$ cat config.mk
export PLATFORM = sky130hd
export DESIGN_NAME = hazard_forward_unit_flat
export DESIGN_NICKNAME = d
export VERILOG_FILES = /design/src/rtl/hazard_forward_unit_if.sv /design/src/rtl/hazard_forward_unit.sv /design/src/flat_wrapper.sv
export SDC_FILE = /design/constraint.sdc
export NUM_CORES = 1
export LEC_CHECK = 0
export ABC_AREA = 1
export ABC_CLOCK_PERIOD_IN_PS = 1700
export BUFFER_PORTS_ARGS = -buffer_cell sky130_fd_sc_hd__buf_2
export CELL_PAD_IN_SITES_DETAIL_PLACEMENT = 0
export CELL_PAD_IN_SITES_GLOBAL_PLACEMENT = 2
export CORE_MARGIN = 3
export CORE_UTILIZATION = 26
export CTS_BUF_LIST = sky130_fd_sc_hd__clkbuf_4 sky130_fd_sc_hd__clkbuf_8
export CTS_CLUSTER_DIAMETER = 80
export CTS_CLUSTER_SIZE = 14
export DETAILED_ROUTE_END_ITERATION = 12
export HOLD_SLACK_MARGIN = 0.08
export PLACE_DENSITY_LB_ADDON = 0.12
export SYNTH_ARGS = -nofsm -noshare
export SYNTH_HDL_FRONTEND = slang
export SYNTH_SLANG_ARGS = --single-unit
export TNS_END_PERCENT = 5
$ cat constraint.sdc
create_clock -name clk -period 1.7 [get_ports clk]
set_input_delay 0.34 -clock clk [delete_from_list [all_inputs] [get_ports clk]]
set_output_delay 0.34 -clock clk [all_outputs]
set_load 0.01 [all_outputs]
$ cat src/rtl/hazard_forward_unit_if.sv
// Pipeline-side bundle for hazard_forward_unit: hazard/forwarding inputs
// from ID, ID/EX, EX/MEM and MEM/WB, plus mux selects and stall controls.
interface hazard_forward_unit_if #(
  parameter int AW    = 5,
  parameter int CNT_W = 16
);
  logic          id_valid;
  logic [AW-1:0] id_rs;
  logic [AW-1:0] id_rt;
  logic [AW-1:0] idex_rs;
  logic [AW-1:0] idex_rt;
  logic [AW-1:0] idex_dest;
  logic          idex_memread;
  logic [AW-1:0] exmem_dest;
  logic          exmem_regwrite;
  logic [AW-1:0] memwb_dest;
  logic          memwb_regwrite;

  logic [1:0]       forward_a;
  logic [1:0]       forward_b;
  logic             stall;
  logic             bubble;
  logic [CNT_W-1:0] stall_cnt;

  modport master (
    output id_valid, id_rs, id_rt,
    output idex_rs, idex_rt, idex_dest, idex_memread,
    output exmem_dest, exmem_regwrite,
    output memwb_dest, memwb_regwrite,
    input  forward_a, forward_b, stall, bubble, stall_cnt
  );

  modport slave (
    input  id_valid, id_rs, id_rt,
    input  idex_rs, idex_rt, idex_dest, idex_memread,
    input  exmem_dest, exmem_regwrite,
    input  memwb_dest, memwb_regwrite,
    output forward_a, forward_b, stall, bubble, stall_cnt
  );
endinterface

$ cat src/rtl/hazard_forward_unit.sv
// EX operand forwarding, load-use hazard detect, multi-cycle stall sequencer.
// Optional macro FWD_WB_DELAY_EN adds a registered MEM/WB copy (select 11).
module hazard_forward_unit #(
  parameter int AW         = 5,
  parameter int LOAD_STALL = 1,
  parameter int CNT_W      = 16
) (
  input logic             clk,
  input logic             reset,
  hazard_forward_unit_if.slave bus
);

  typedef enum logic {
    IDLE,
    HOLD
  } state_e;

  state_e           state_q, state_d;
  logic [2:0]       cnt_q, cnt_d;
  logic [CNT_W-1:0] scnt_q, scnt_d;
  logic             hz;
  logic             stall_s;
  logic             wbd_a, wbd_b;

`ifdef FWD_WB_DELAY_EN
  logic [AW-1:0] wbd_dest_q;
  logic          wbd_we_q;

  // Covers register files that do not write through in WB.
  always_ff @(posedge clk) begin
    if (reset) begin
      wbd_dest_q <= '0;
      wbd_we_q   <= 1'b0;
    end else begin
      wbd_dest_q <= bus.memwb_dest;
      wbd_we_q   <= bus.memwb_regwrite;
    end
  end

  assign wbd_a = wbd_we_q && (wbd_dest_q != '0)
              && (wbd_dest_q == bus.idex_rs);
  assign wbd_b = wbd_we_q && (wbd_dest_q != '0)
              && (wbd_dest_q == bus.idex_rt);
`else
  assign wbd_a = 1'b0;
  assign wbd_b = 1'b0;
`endif

  function automatic logic [1:0] fsel(
    input logic [AW-1:0] src,
    input logic          wbd
  );
    logic [1:0] s;
    s = 2'b00;
    if (bus.exmem_regwrite && (bus.exmem_dest != '0)
        && (bus.exmem_dest == src))
      s = 2'b01;
    else if (bus.memwb_regwrite && (bus.memwb_dest != '0)
             && (bus.memwb_dest == src))
      s = 2'b10;
    else if (wbd)
      s = 2'b11;
    return s;
  endfunction

  assign bus.forward_a = fsel(bus.idex_rs, wbd_a);
  assign bus.forward_b = fsel(bus.idex_rt, wbd_b);

  assign hz = bus.id_valid && bus.idex_memread
           && (bus.idex_dest != '0)
           && ((bus.idex_dest == bus.id_rs)
            || (bus.idex_dest == bus.id_rt));

  always_comb begin
    state_d = state_q;
    cnt_d   = cnt_q;
    stall_s = 1'b0;
    unique case (state_q)
      IDLE: begin
        stall_s = hz;
        if (hz && (LOAD_STALL > 1)) begin
          state_d = HOLD;
          cnt_d   = 3'(LOAD_STALL - 1);
        end
      end
      // idex_memread is already bubbled away here, so hz is ignored.
      HOLD: begin
        stall_s = 1'b1;
        cnt_d   = cnt_q - 3'd1;
        if (cnt_q == 3'd1)
          state_d = IDLE;
      end
      default: state_d = IDLE;
    endcase
    if (reset)
      stall_s = 1'b0;
  end

  always_comb begin
    scnt_d = scnt_q;
    if (stall_s && (scnt_q != '1))
      scnt_d = scnt_q + CNT_W'(1);
  end

  always_ff @(posedge clk) begin
    if (reset) begin
      state_q <= IDLE;
      cnt_q   <= '0;
      scnt_q  <= '0;
    end else begin
      state_q <= state_d;
      cnt_q   <= cnt_d;
      scnt_q  <= scnt_d;
    end
  end

  assign bus.stall     = stall_s;
  assign bus.bubble    = stall_s;
  assign bus.stall_cnt = scnt_q;

endmodule
$ cat src/flat_wrapper.sv
// flat-port wrapper written by rule: the top's interface ports become plain ports
module hazard_forward_unit_flat 
#(
  parameter int AW         = 5,
  parameter int LOAD_STALL = 1,
  parameter int CNT_W      = 16
)
  (clk, reset, bus_id_valid, bus_id_rs, bus_id_rt, bus_idex_rs, bus_idex_rt, bus_idex_dest, bus_idex_memread, bus_exmem_dest, bus_exmem_regwrite, bus_memwb_dest, bus_memwb_regwrite, bus_forward_a, bus_forward_b, bus_stall, bus_bubble, bus_stall_cnt);
  hazard_forward_unit_if #(.AW(AW), .CNT_W(CNT_W)) bus_i ();
  input logic clk;
  input logic reset;
  input wire logic [$bits(bus_i.id_valid)-1:0] bus_id_valid;
  input wire logic [$bits(bus_i.id_rs)-1:0] bus_id_rs;
  input wire logic [$bits(bus_i.id_rt)-1:0] bus_id_rt;
  input wire logic [$bits(bus_i.idex_rs)-1:0] bus_idex_rs;
  input wire logic [$bits(bus_i.idex_rt)-1:0] bus_idex_rt;
  input wire logic [$bits(bus_i.idex_dest)-1:0] bus_idex_dest;
  input wire logic [$bits(bus_i.idex_memread)-1:0] bus_idex_memread;
  input wire logic [$bits(bus_i.exmem_dest)-1:0] bus_exmem_dest;
  input wire logic [$bits(bus_i.exmem_regwrite)-1:0] bus_exmem_regwrite;
  input wire logic [$bits(bus_i.memwb_dest)-1:0] bus_memwb_dest;
  input wire logic [$bits(bus_i.memwb_regwrite)-1:0] bus_memwb_regwrite;
  output wire logic [$bits(bus_i.forward_a)-1:0] bus_forward_a;
  output wire logic [$bits(bus_i.forward_b)-1:0] bus_forward_b;
  output wire logic [$bits(bus_i.stall)-1:0] bus_stall;
  output wire logic [$bits(bus_i.bubble)-1:0] bus_bubble;
  output wire logic [$bits(bus_i.stall_cnt)-1:0] bus_stall_cnt;
  assign bus_i.id_valid = bus_id_valid;
  assign bus_i.id_rs = bus_id_rs;
  assign bus_i.id_rt = bus_id_rt;
  assign bus_i.idex_rs = bus_idex_rs;
  assign bus_i.idex_rt = bus_idex_rt;
  assign bus_i.idex_dest = bus_idex_dest;
  assign bus_i.idex_memread = bus_idex_memread;
  assign bus_i.exmem_dest = bus_exmem_dest;
  assign bus_i.exmem_regwrite = bus_exmem_regwrite;
  assign bus_i.memwb_dest = bus_memwb_dest;
  assign bus_i.memwb_regwrite = bus_memwb_regwrite;
  assign bus_forward_a = bus_i.forward_a;
  assign bus_forward_b = bus_i.forward_b;
  assign bus_stall = bus_i.stall;
  assign bus_bubble = bus_i.bubble;
  assign bus_stall_cnt = bus_i.stall_cnt;
  hazard_forward_unit #(.AW(AW), .LOAD_STALL(LOAD_STALL), .CNT_W(CNT_W)) u_core (.clk(clk), .reset(reset), .bus(bus_i));
endmodule
==> flow_summary.ini <==
[sta]
max_freq_mhz = 598
setup_viol = 0
rsz0062_at_grt = true
hold_viol_final = 0
drv_slew = 0
setup-tns-final_ps = 0
tightest_slew_ps = 341
period_needed_ps = 1670
clock_skew_ps = 1.86
timing.final.crit_share = 0.984
relSlewSlack = 0.771

[clocking]
clk_pin_slew_ps = 80
cts-htree-levels = 1
cts_tree = yes
hold_buffers = 0
clock_latency_ps = 260
clock-root-buffer = clkbuf_8
cts-buffers-inserted = 3
clock_path_buffers = 2
cts_sinks = 20

[grt]
grt_usage = 0.132
grt_util_met3 = 0.0286
grt_overflow = 0
grt_antenna_before_repair = 0
grt_start_max_net_pins = 15
grt_pass1_vias = 1664
grt_pass1_wl_mm = 7.60
met2_usage = 0.216
top_usage_layer = met2
use_met1 = 0.178

[routing]
avgViaCountPerCell = 4.45
drt_iter0_markers = 36
wire_per_inst_um = 11.8
drt_wl_total_mm = 4.52
ant_nets = 0
drc = 0
vias = 1707
drt_pass1_iterations = 4

[logic_synthesis]
synth_top_area_frac = 0.253
synth_enable_flop_cells = 0
synth.most_common_cell = nand2_1
ys_top_cells_by_area = dfxtp_1 25%, nand2_1 14%, xnor2_1 10%
yosysSeqAreaShare = 0.253
syn_nets = 281
yosys-top-cells-count = 57 x nand2_1, 26 x nor2_1, 23 x nand3_1, 21 x inv_1, 20 x dfxtp_1
synth_warnings = 0
syn_inst = 237
synth_top_area_cell = dfxtp_1
async_flop_share = 0
ys_types = 26
yosys_register_bits = 20
synth.avg_cell_area_sq_um = 6.68
synthFlopType = dfxtp_1
syn-cell-area_sq_mm = 0.00158

[setup_path]
max_stage_delay_ps = 260
path_max_fanout = 2
cp.arrival_ps = 1330
reg2reg_from = u_core.bus.stall_cnt[0]
reg2reg_depth = 7
critPathCapture = bus_forward_a[1]
startpoint = bus_exmem_dest[1]
cpMaxStageDelayCell = o41ai_4
required_ps = 1360
critPathKind = input port to output port
crit_path_end_kind = output port
cp_cell_sequence = buf_6 -> or2_4 -> o41ai_4 -> nor3_2 -> nor2_1 -> buf_2
r2r_slack_ps = 160
worst_setup_path_start_kind = input port
timing.rr.end = u_core.bus.stall_cnt[5]

[power_and_ir_drop]
combPwrFrac = 0.191
internal_power_uw = 774
p_switching_uw = 279
pwr-share-clk = 0.364
vdd_drop_max_mv = 0.208
p_seq_frac = 0.445
swShare = 0.265
power_density_mw_per_mm2 = 483
leakage_nw = 1.05

[cells_and_area]
instances_no_fill = 384
area_delta_synth_final_pct = 37.6
nets = 357
n_antenna_cell = 0
drive_gt1_frac = 0.346

[outcome]
status = finished, final reports clean

[die]
fp.dieW_um = 84.1
die_y_um = 84.1
die_area_sq_mm = 0.00707
initial_core_util = 0.277
core_area_sq_mm = 0.00571
io_pins = 63
floorplan.rows = 27

[hold_path]
hp-class = input port to flip-flop

[place]
numPlacedInstances = 380
port_buffers = 62
place_hpwl_mm = 3.63
place.gp.congestion = 0.713

[flow_run]
drv_cap = 0
[cell families after synthesis]
family | count (synthesis) | share of synthesized area
AOI/OAI and AO/OA | 22 | 0.0885
xor gates and xnor gates | 33 | 0.182
adders and majority gates | 3 | 0.0237
buffers and inverters | 32 | 0.0869
DFF | 20 | 0.253
and+or+nand+nor | 127 | 0.366
[cell usage in the layout, fill, tap and decap left out]
cell type,n
nand3_4,1
o21ai_0,2
a21oi_1,12
or2_4,1
buf_2,60
nor2_1,24
nand2_1,56
xnor2_1,18
o41ai_4,1
a21oi_2,6
ha_1,2
nand2_4,2
nor3_1,2
clkbuf_8,4
nand4_2,1
nand2_2,1
inv_2,5
xor2_1,15
nor4_1,1
inv_1,21
or2_2,1
nor2_4,1
nand3_1,23
nor3_2,3
dfxtp_1,20
buf_6,1
nor2_2,2
nand4_1,8
o41ai_2,1
ha_2,1
buf_4,16
[critical path: cells and delay by family]
family	cells	cell delay, ps
AOI/OAI and AO/OA	1	260
and+or+nand+nor	3	480
buffers and inverters	2	250
[flip-flops by register name, indices dropped and copies added (netlist names)]
signal                count
u_core.bus.stall_cnt     16
u_core.cnt_q              3
u_core.state_q            1
[cell type report]
cell class,instances,area (sq um)
clock buffers,4,55.1
well taps,72,90.1
fillers,642,3530
inverters,26,97.6
flip-flops and latches,20,400
repair buffers,77,432
multi-input cells,185,1100
[metrics by stage]
stage / hold WS (ps) / worst slack (ps) / area (sq um) / utilization / total power [mW]
after floorplan: 409 / 87.5 / 1580 / - / 0.570
after global placement: 469 / -143 / 2060 / 0.360 / 0.671
after detailed placement: 464 / -130 / 2060 / 0.360 / 0.670
after CTS: 443 / -0.179 / 2150 / 0.377 / 1.07
after global routing: 496 / -58.9 / 2180 / 0.382 / 1.10
final: 476 / 26.4 / 2180 / 0.382 / 1.05
[per-layer routing]
| metal | share of wire | vias up |
|---|---|---|
| met5 | 0 | - |
| met4 | 0.0064 | 0 |
| met3 | 0.051 | 2 |
| met2 | 0.46 | 43 |
| met1 | 0.48 | 750 |
| li1 | - | 912 |
[timing repair]
item | CTS | global route
endpoints found under the setup margin | 3 | 17
buffers inserted | 0 | 0
gates resized for setup | 6 | 8
pin swaps | 4 | 2
[power groups by stage]
stage | sequential [mW] | clock, mW | combinational, mW
5_1_grt | 0.469 | 0.411 | 0.226
4_1_cts | 0.468 | 0.396 | 0.201
6_report | 0.468 | 0.383 | 0.201
3_5_place_dp | 0.479 | 0 | 0.191
2_1_floorplan | 0.480 | 0 | 0.0901
3_3_place_gp | 0.479 | 0 | 0.191
[worst min path at each step]
| stage | to | start | slack, ps | cells past startpoint |
|---|---|---|---|---|
| after floorplan | u_core.bus.stall_cnt[10] | reset | 410 | 1 |
| final | u_core.state_q | reset | 480 | 4 |
| after CTS | u_core.state_q | reset | 440 | 4 |
| after global placement | u_core.cnt_q[2] | u_core.cnt_q[2] | 470 | 2 |
| after detailed placement | u_core.state_q | u_core.cnt_q[2] | 460 | 2 |
| after global routing | u_core.bus.stall_cnt[15] | reset | 500 | 3 |
No activity file was read; power rests on OpenSTA's default activity.
